## src/rtl/pipe_sequencer.sv

```systemverilog
// pipe_sequencer: pipeline control FSM for fetch, load-use stalls,
// halt draining and blocking tensor-unit operations.
module pipe_sequencer #(
  parameter int PC_WIDTH       = 10,
  parameter int REG_ADDR_WIDTH = 4,
  parameter int DRAIN_CYCLES   = 3,
  parameter int TENSOR_TIMEOUT = 255
) (
  input  logic                      clk,
  input  logic                      rst_n,
  input  logic                      start,
  input  logic                      dec_valid,
  input  logic [REG_ADDR_WIDTH-1:0] dec_rs1,
  input  logic [REG_ADDR_WIDTH-1:0] dec_rs2,
  input  logic                      dec_is_halt,
  input  logic                      dec_is_tensor,
  input  logic                      ex_is_ld,
  input  logic [REG_ADDR_WIDTH-1:0] ex_rd,
  input  logic                      tensor_done,
  output logic [PC_WIDTH-1:0]       pc,
  output logic                      fetch_en,
  output logic                      ex_en,
  output logic                      ex_bubble,
  output logic                      tensor_start,
  output logic                      halted,
  output logic                      tensor_err
);

  localparam int DW =
    (DRAIN_CYCLES > 1) ? $clog2(DRAIN_CYCLES + 1) : 1;
  localparam int TW =
    (TENSOR_TIMEOUT > 1) ? $clog2(TENSOR_TIMEOUT + 1) : 1;

  // Drain counter is loaded with N-1 so DRAIN lasts N cycles.
  localparam logic [DW-1:0] DRAIN_LOAD =
    DW'((DRAIN_CYCLES > 0) ? DRAIN_CYCLES - 1 : 0);
  // Last TWAIT cycle index before giving up on the tensor unit.
  localparam logic [TW-1:0] T_LAST =
    TW'((TENSOR_TIMEOUT > 0) ? TENSOR_TIMEOUT - 1 : 0);

  typedef enum logic [2:0] {
    S_IDLE,
    S_RUN,
    S_TWAIT,
    S_DRAIN,
    S_HALTED
  } state_e;

  state_e              state_q, state_d;
  logic [PC_WIDTH-1:0] pc_q, pc_d;
  logic [DW-1:0]       dcnt_q, dcnt_d;
  logic [TW-1:0]       tcnt_q, tcnt_d;
  logic                halted_q, halted_d;
  logic                err_q, err_d;
  logic                hazard;

  assign hazard = dec_valid & ex_is_ld &
                  ((ex_rd == dec_rs1) | (ex_rd == dec_rs2));

  // Next-state and per-cycle pipeline control decode.
  always_comb begin
    state_d      = state_q;
    pc_d         = pc_q;
    dcnt_d       = dcnt_q;
    tcnt_d       = tcnt_q;
    halted_d     = halted_q;
    err_d        = err_q;
    fetch_en     = 1'b0;
    ex_en        = 1'b1;
    ex_bubble    = 1'b1;
    tensor_start = 1'b0;
    unique case (state_q)
      S_IDLE: begin
        if (start) begin
          pc_d    = '0;
          state_d = S_RUN;
        end
      end
      S_RUN: begin
        if (hazard) begin
          // stall: bubble into EX, hold pc
        end else if (dec_valid && dec_is_halt) begin
          ex_bubble = 1'b0;
          dcnt_d    = DRAIN_LOAD;
          state_d   = S_DRAIN;
        end else if (dec_valid && dec_is_tensor) begin
          ex_bubble    = 1'b0;
          tensor_start = 1'b1;
          tcnt_d       = '0;
          state_d      = S_TWAIT;
        end else begin
          fetch_en  = 1'b1;
          ex_bubble = 1'b0;
          pc_d      = pc_q + PC_WIDTH'(1);
        end
      end
      S_TWAIT: begin
        ex_en     = 1'b0;
        ex_bubble = 1'b0;
        if (tensor_done) begin
          state_d = S_RUN;
        end else if (tcnt_q == T_LAST) begin
          halted_d = 1'b1;
          err_d    = 1'b1;
          state_d  = S_HALTED;
        end else begin
          tcnt_d = tcnt_q + TW'(1);
        end
      end
      S_DRAIN: begin
        if (dcnt_q == '0) begin
          halted_d = 1'b1;
          state_d  = S_HALTED;
        end else begin
          dcnt_d = dcnt_q - DW'(1);
        end
      end
      S_HALTED: begin
        if (start) begin
          halted_d = 1'b0;
          pc_d     = '0;
          state_d  = S_RUN;
        end
      end
      default: state_d = S_IDLE;
    endcase
  end

  // State registers with synchronous active-low reset.
  always_ff @(posedge clk) begin
    if (!rst_n) begin
      state_q  <= S_IDLE;
      pc_q     <= '0;
      dcnt_q   <= '0;
      tcnt_q   <= '0;
      halted_q <= 1'b0;
      err_q    <= 1'b0;
    end else begin
      state_q  <= state_d;
      pc_q     <= pc_d;
      dcnt_q   <= dcnt_d;
      tcnt_q   <= tcnt_d;
      halted_q <= halted_d;
      err_q    <= err_d;
    end
  end

  assign pc         = pc_q;
  assign halted     = halted_q;
  assign tensor_err = err_q;

endmodule

```

## config.mk

```make
export PLATFORM = sky130hd
export DESIGN_NAME = pipe_sequencer
export DESIGN_NICKNAME = d
export VERILOG_FILES = /design/src/rtl/pipe_sequencer.sv
export SDC_FILE = /design/constraint.sdc
export NUM_CORES = 1
export LEC_CHECK = 0
export CORE_AREA = 3 3 63 65
export DETAILED_ROUTE_END_ITERATION = 10
export DIE_AREA = 0 0 66 68
export PLACE_DENSITY = 0.74
export SLEW_MARGIN = 40
export SYNTH_ARGS = -nofsm -noshare
export SYNTH_HDL_FRONTEND = slang
export SYNTH_SLANG_ARGS = --single-unit
```

## constraint.sdc

```tcl
create_clock -name clk -period 1.9 [get_ports clk]
set_clock_uncertainty 0.05 [all_clocks]
set_input_delay 0.19 -clock clk [delete_from_list [all_inputs] [get_ports clk]]
set_output_delay 0.19 -clock clk [all_outputs]
set_load 0.02 [all_outputs]
```

==> results_dict.tcl <==
set metrics [dict create \
    fp.dieH_um 68 \
    ys_ff_latch 25 \
    synth_cell_types 46 \
    grt_max_degree 15 \
    arrival_ns 2.10 \
    io_buffers 35 \
    synth-edff-count 0 \
    hold_start "halted" \
    crit_fanout 5 \
    clock-root-buffer "clkbuf_4" \
    drt_iter0_drc 140 \
    vias 1787 \
    wl_per_cell_um 15.80 \
    core_region_area_sq_um 3390 \
    die-area_sq_um 4488 \
    grtUsageTotal 0.2221 \
    power_leakage_nw 0.8946 \
    total_power_w 0.001915 \
    yosys_warnings 0 \
    setup_tns_ns -0.01706 \
    clk_pin_slew_worst_paths_ns 0.15 \
    vias_per_cell 5.728 \
    period_share 1.009 \
    min_to "halted" \
    status "finished with violations" \
    syn_to_final_growth_pct 55.33 \
    syn_inst 191 \
    p_per_area_nw_per_um2 795.9 \
    drive_gt1_frac 0.2782 \
    grt_pass1_wl_um 7810 \
    synth_area_per_cell_sq_um 8.110 \
    die_w_um 66 \
    antenna_cells 0 \
    synthFlopType "dfxtp_1" \
    ctsHoldBuffers 0 \
    slew_headroom 0.7076 \
    hold_viol 0 \
    hold_ws_ns 0.4075 \
    drc_errors 0 \
    hold_path.class "reg -> reg" \
    antenna_left 0 \
    wl_um 4930 \
    grt_pass1_vias 1664 \
    reg2regPathDepth 7 \
    htreeDepth 1 \
    violations "setup timing" \
    worst_slew_pin_slew_ns 0.4347 \
    final_common_cell "buf_4" \
    ys_async_sr_fraction 0 \
    layout_setup_ws_ns -0.01706 \
    cap_viol_max_count 0 \
    antenna_found_initial 0 \
    ff2ff_setup_slack_ns -0.02 \
    cp-end-kind "register" \
    critPathRequiredTime_ns 2.08 \
    gr-total-overflow 0 \
    min_path_cells 2 \
    clockBufferDepth 2 \
    r2r-end "pc[1]" \
    cts_buffers 3 \
    fin_nets 291 \
    slew_viol_final 0 \
    ir_drop_mv 0.4611 \
    yosys.area.top_type "dfxtp_1" \
    hpwl_um 3468 \
    cts_tree "done" \
    layout_common_cells "buf_4, clkdlybuf4s50_1, dfxtp_1" \
    path_class "reg -> reg" \
    r2r-start "state_q[0]" \
    setup_violations 1 \
    cts_sinks 25 \
    synth_nets 215 \
    num_io_pins 36 \
    first_pass_iters 5 \
    rsz0062_at_grt "yes" \
    ys_seq_area_frac 0.3231 \
    finalCriticalPeriod_ns 1.917 \
    synth_top_area_share 0.3231 \
    yosys-top-cells-area "dfxtp_1, xnor2_1, nor2_1, o311ai_1, ha_1" \
    fmax_mhz 521.6 \
    start_util 0.4570 \
    startpoint_type "register" \
    gp_congestion 0.8510 \
    rows 21 \
    syn-cell-area_sq_um 1549 \
    clk_latency_ns 0.33 \
]
[where the power goes]
part | total [W] | switching [W] | internal [W] | leakage (nW)
clock | 0.000259 | 0.000176 | 0.0000825 | 0.0150
combinational | 0.00107 | 0.000527 | 0.000543 | 0.676
sequential | 0.000586 | 0.0000254 | 0.000561 | 0.204
total | 0.00191 | 0.000729 | 0.00119 | 0.895
[per-stage QoR]
step                area, sq um    util  std cells  setup slack [ns]
floorplan                  1549       -        191           0.08443
global placement           2188  0.6456        302           -0.4003
detailed placement         2188  0.6456        302           -0.4312
CTS                        2250  0.6637        310           0.01569
global route               2406  0.7099        312          -0.09544
finish                     2406  0.7099        312          -0.01706
[final cells by class]
class | instances | area, sq um
Clock buffer | 4 | 26.28
Fill cell | 259 | 983.4
Inverter | 13 | 48.80
Multi-Input combinational cell | 147 | 1081
Sequential cell | 25 | 505.5
Tap cell | 46 | 57.56
Timing Repair Buffer | 77 | 686.9
[timing repair]
item | CTS | global route
buffers inserted | 4 | 1
endpoints found under the setup margin | 9 | 19
pin swaps | 3 | 12
resized for setup | 25 | 30
cloned | 0 | 1
[cell families (layout without fill, tap and decap cells)]
| logic type | after synthesis | after routing | share of synthesized area |
|---|---|---|---|
| AOI/OAI and AO/OA | 59 | 60 | 0.2641 |
| xor gates and xnor gates | 8 | 8 | 0.04524 |
| adders and majority gates | 4 | 4 | 0.03231 |
| buffers and inverters | 20 | 94 | 0.06139 |
| DFF | 25 | 25 | 0.3231 |
| muxes | 3 | 3 | 0.01939 |
| and+or+nand+nor | 72 | 72 | 0.2544 |
[state kept, by name (all words and copies together), names as in the netlist]
name,flops
state_q,3
dcnt_q,2
tensor_err,1
pc,10
tcnt_q,8
halted,1
[how the worst max path moves through the flow]
stage	to	slack, ns	from
detailed placement	fetch_en	-0.43	ex_rd[3]
global route	tcnt_q[1]	-0.1	state_q[1]
CTS	fetch_en	0.02	ex_rd[3]
floorplan	pc[6]	0.08	state_q[1]
finish	pc[1]	-0.02	state_q[0]
global placement	fetch_en	-0.40	ex_rd[2]
[critical path, cell delays in order, from the launching register on]
cell and delay (ns):
dfxtp_2 0.35, buf_6 0.11, or3b_4 0.38, a22o_1 0.23
a22o_4 0.27, buf_6 0.13, o211ai_1 0.20, o41ai_1 0.10
[synthesized netlist by cell type, drive strengths merged (3+ instances only)]
cell / instances
dfxtp: 25
nor2: 17
inv: 13
nand2: 13
o21ai: 13
a21oi: 9
nand3: 9
o311ai: 9
xnor2: 8
a31oi: 7
buf: 4
ha: 4
nor3: 4
o31ai: 4
or3: 4
a211oi: 3
and3: 3
clkbuf: 3
mux2i: 3
nand2b: 3
nand4: 3
nor2b: 3
nor3b: 3
[layer usage]
metal / up-vias / global-route usage / routed length, um / part of all wire
li1: 871 / - / - / -
met4: 0 / 0.03553 / 53 / 0.011
met2: 65 / 0.3755 / 2439 / 0.49
met1: 841 / 0.2968 / 2141 / 0.43
met3: 10 / 0.04762 / 295 / 0.060
met5: - / 0 / 0 / 0
No activity file was read; power rests on OpenSTA's default activity.
